**config.mk**
```make
export PLATFORM = sky130hd
export DESIGN_NAME = batch_loss_accumulator
export DESIGN_NICKNAME = d
export VERILOG_FILES = /design/src/rtl/batch_loss_accumulator.sv
export SDC_FILE = /design/constraint.sdc
export NUM_CORES = 1
export LEC_CHECK = 0
export ABC_AREA = 1
export CAP_MARGIN = 20
export CORE_ASPECT_RATIO = 0.75
export CORE_UTILIZATION = 25
export DETAILED_ROUTE_END_ITERATION = 6
export GPL_TIMING_DRIVEN = 0
export MAX_ROUTING_LAYER = met4
export PLACE_DENSITY = 0.54
export SLEW_MARGIN = 30
export SYNTH_ARGS = -nofsm -noshare
export SYNTH_HDL_FRONTEND = slang
export SYNTH_SLANG_ARGS = --single-unit
```
**constraint.sdc**
```tcl
create_clock -name clk -period 5.08 [get_ports clk]
set_input_delay 1.016 -clock clk [delete_from_list [all_inputs] [get_ports clk]]
set_output_delay 1.016 -clock clk [all_outputs]
set_load 0.005 [all_outputs]
```
**src/rtl/batch_loss_accumulator.sv**
```systemverilog
// Batch statistics over the per-sample loss stream: mean, min and max of BATCH_SIZE samples,
// handed to the training controller over a valid/ready handshake.
module batch_loss_accumulator #(
  parameter int unsigned BATCH_SIZE = 16,
  parameter int unsigned LOG2_BATCH = 4
) (
  input  logic                  clk,
  input  logic                  rst,
  input  logic                  start,
  input  logic [31:0]           loss_in,
  input  logic                  loss_valid,
  output logic [31:0]           batch_loss,
  output logic [31:0]           min_loss,
  output logic [31:0]           max_loss,
  output logic [LOG2_BATCH:0]   sample_count,
  output logic                  busy,
  output logic                  batch_valid,
  input  logic                  batch_ready,
  output logic                  overrun
);

  typedef enum logic [1:0] {StIdle, StAccum, StDivide, StOutput} state_e;

  localparam logic [LOG2_BATCH:0] LastCount = (LOG2_BATCH + 1)'(BATCH_SIZE - 1);
  localparam logic [LOG2_BATCH:0] CountOne  = (LOG2_BATCH + 1)'(1);

  state_e                 state;
  logic [LOG2_BATCH+31:0] sum;
  logic                   open_batch;

  // start is honoured only while no result is pending; a sample in that cycle is dropped
  assign open_batch = start && (state == StIdle || state == StAccum);

  always_ff @(posedge clk or posedge rst) begin
    if (rst) begin
      state        <= StIdle;
      sum          <= '0;
      batch_loss   <= '0;
      min_loss     <= 32'hFFFF_FFFF;
      max_loss     <= '0;
      sample_count <= '0;
      busy         <= 1'b0;
      batch_valid  <= 1'b0;
      overrun      <= 1'b0;
    end else if (open_batch) begin
      state        <= StAccum;
      sum          <= '0;
      min_loss     <= 32'hFFFF_FFFF;
      max_loss     <= '0;
      sample_count <= '0;
      busy         <= 1'b1;
      overrun      <= 1'b0;
    end else begin
      unique case (state)
        StIdle: begin
          if (loss_valid) overrun <= 1'b1;
        end
        StAccum: begin
          if (loss_valid) begin
            sum          <= sum + {{LOG2_BATCH{1'b0}}, loss_in};
            sample_count <= sample_count + CountOne;
            if (loss_in < min_loss) min_loss <= loss_in;
            if (loss_in > max_loss) max_loss <= loss_in;
            if (sample_count == LastCount) state <= StDivide;
          end
        end
        StDivide: begin
          batch_loss  <= sum[LOG2_BATCH+31:LOG2_BATCH];
          batch_valid <= 1'b1;
          busy        <= 1'b0;
          state       <= StOutput;
          if (loss_valid) overrun <= 1'b1;
        end
        StOutput: begin
          if (loss_valid) overrun <= 1'b1;
          if (batch_ready) begin
            batch_valid <= 1'b0;
            state       <= StIdle;
          end
        end
        default: state <= StIdle;
      endcase
    end
  end

endmodule

```
==> summary.txt <==
Fraction of layout cells with a size suffix above 1: 12.1%
First-pass GRT wire length: 54400 um
Final WL: 35100 um
LEAKAGE: 6.45 nW
Die H: 177 um
Die area: 41800 um^2
Worst skew pair latency: 450 ps
Site Rows: 63
Port Buffer Count: 140
Wire per inst: 16.9 um
F_max: 309 MHz
Yosys warns: 0
Area leader, netlist: dfrtp_1
Synth Cell Area: 10300 um^2
CTS buffer count: 17
Synth top area share: 26.8%
Hold Path Class: flop to flop
Maximum vdd ir drop: 0.183 mV
First-pass iteration count of the detailed router: 5
Gr ovfl total: 0
Detail Route Antenna Nets: 0
CTS tree: done
Cells on Worst Hold Path: 2
Total Nets Final: 1684
I/O Pins: 141
PostCTS Resize Cnt: 0
Maximum root-to-sink buffer count: 2
Core area: 40000 um^2
RSZ-0062 raised after global routing: false
Mean post-synth cell area: 7.38 um^2
Predominant post-synthesis flop cell: dfrtp_1
Met1 Routed Length: 17700 um
First DRT Iteration DRCs: 609
Die X: 236 um
Final Max Slew Viols: 0
Maximum fanout along the worst path: 4
Drt drc: 0
DR top layer: met4
Outcome: finished, final reports clean
Critical Path AT: 3570 ps
RePlAce Congestion: 0.892
Gate Count Post-Synth: 1389
Number of flops mapped to enable cells by yosys: 0
CTS root buffer: clkbuf_16
Dpl cells: 2050
DP Wirelength: 27800 um
Vias in the first global route: 9328
Met3 WL post-DR: 1760 um
Clock skew: 11.6 ps
Post-synth top cells: nand2_1 (459), inv_1 (179), dfrtp_1 (110)
CTS clk-pin slew, worst paths: 70 ps
Final worst-path cycle share: 63.6%
Total length of routed met2 wires: 15400 um
Clk sinks: 142
Max-Cap Viols: 0
Syn Nets: 1524
Slew @ Worst Pin: 562 ps
Overall routing resource usage: 17.9%
Clock H-tree levels: 4
Startpoint class of the critical path: input port
R2R depth: 12
Area Growth Syn to Fin: 26.0%
Initial Utilization: 25.7%
Final Critical Period: 3230 ps
Vias/cell: 4.62
Final setup fails: 0
Post-CTS setup repair buffer count: 0
Synth async-reset ratio: 100%
Vias: 9615
Setup CP Type: input port to flop
Largest net degree at the start of global routing: 78
Area contributors post-synth: dfrtp_1 (27%), nand2_1 (17%), ha_1 (12%)
Final Non-Filler Cells: 2083
Distinct cell type count of the synthesized netlist: 41
PD cells: 513 nW/um^2
Initial antenna violation count: 3
Req. time, crit path: 5420 ps
Most frequent cell after synthesis: nand2_1
Synth Register Bits: 142
Total design power: 6.63 mW
Final Hold Viols: 0
Seq/Total Area, Yosys: 35.1%
Max_slew headroom: 62.5%
Hold buffer count at CTS: 0
CP Capture Type: flop
[layout make-up]
class	count	area [um^2]
inverters	185	702
diodes	1	2.50
well taps	520	651
clock inverters	14	146
clock buffers	18	429
multi-input cells	1021	5650
plain buffers	41	317
fillers	4213	27000
repair buffers	141	1430
flip-flops and latches	142	3590
[power by group]
group	total, mW	internal, mW	switching (mW)
registers	2.02	1.65	0.371
logic	3.34	1.47	1.88
clock network	1.27	0.692	0.579
total	6.63	3.80	2.83
[per-layer routing]
layer  vias to the layer above  GRT usage, %
met1                      4562          25.0
met2                       229          26.9
met5                         -             -
met3                        19          3.27
li1                       4805             -
met4                         0          3.40
[registers in the layout (all words and copies together), names as in the netlist]
signal        flops
overrun           1
busy              1
batch_loss       32
batch_valid       1
max_loss         32
state             2
sample_count      5
min_loss         32
sum              36
[cells in the final DEF (no fill, tap or decap), types with 13 or more instances in the layout]
cell | synthesis | layout
a21oi_1 | 80 | 80
clkbuf_16 | 0 | 17
clkdlybuf4s50_1 | 0 | 140
dfrtp_1 | 110 | 110
dfstp_2 | 32 | 32
ha_1 | 97 | 97
inv_1 | 179 | 178
nand2_1 | 459 | 459
nand3_1 | 78 | 78
nand3_2 | 31 | 31
nand4_1 | 37 | 37
nor2_1 | 79 | 79
o21ai_0 | 51 | 51
o21ai_1 | 13 | 13
or2_2 | 30 | 30
[kinds of logic (layout without fill, tap and decap cells)]
logic type               Yosys count  after routing  synth area share (%)
buffers and inverters            226            399                  9.86
other                              0              1                     0
flip-flops                       142            142                  35.1
AO/OA/AOI/OAI                    170            170                  9.09
adder cells (fa/ha/maj)           98             98                  12.0
AND/OR/NAND/NOR                  752            752                  33.9
XOR/XNOR                           1              1                0.0854
[stage by stage]
stage	hold WS (ps)	setup slack [ps]	TNS, ps	util [%]	cell area (um^2)
after floorplan	457	307	0	-	10300
after global placement	456	-2180	-253850	30.8	12300
after detailed placement	459	1450	0	30.9	12300
after CTS	474	1930	0	32.3	12900
after global routing	486	1730	0	32.3	12900
final	467	1850	0	32.3	12900
[worst max-delay path: stages]
cell and delay (ps):
clkdlybuf4s50_1 530, ha_1 360, fa_1 490, nand3_1 110
nand3_1 130, nand2_1 90, nand2_1 150, nand2_1 100
nand2_1 150, nand3_1 200, nand3b_1 110, nand3_1 90
nand2_1 50
[final timing paths]
path,from,end,slack (ps)
setup / recovery,loss_in[0],sum[30]$_DFFE_PP0P_,1850
hold / removal,batch_loss[31]$_DFFE_PP0P_,batch_loss[31]$_DFFE_PP0P_,470
setup reg to reg,sum[0]$_DFFE_PP0P_,sum[30]$_DFFE_PP0P_,2630
hold reg to reg,batch_loss[31]$_DFFE_PP0P_,batch_loss[31]$_DFFE_PP0P_,470
max in group asynchronous,rst,min_loss[15]$_DFFE_PP1P_,3260
min in group asynchronous,rst,batch_loss[1]$_DFFE_PP0P_,1030
Power figures use the tool's default switching activity.
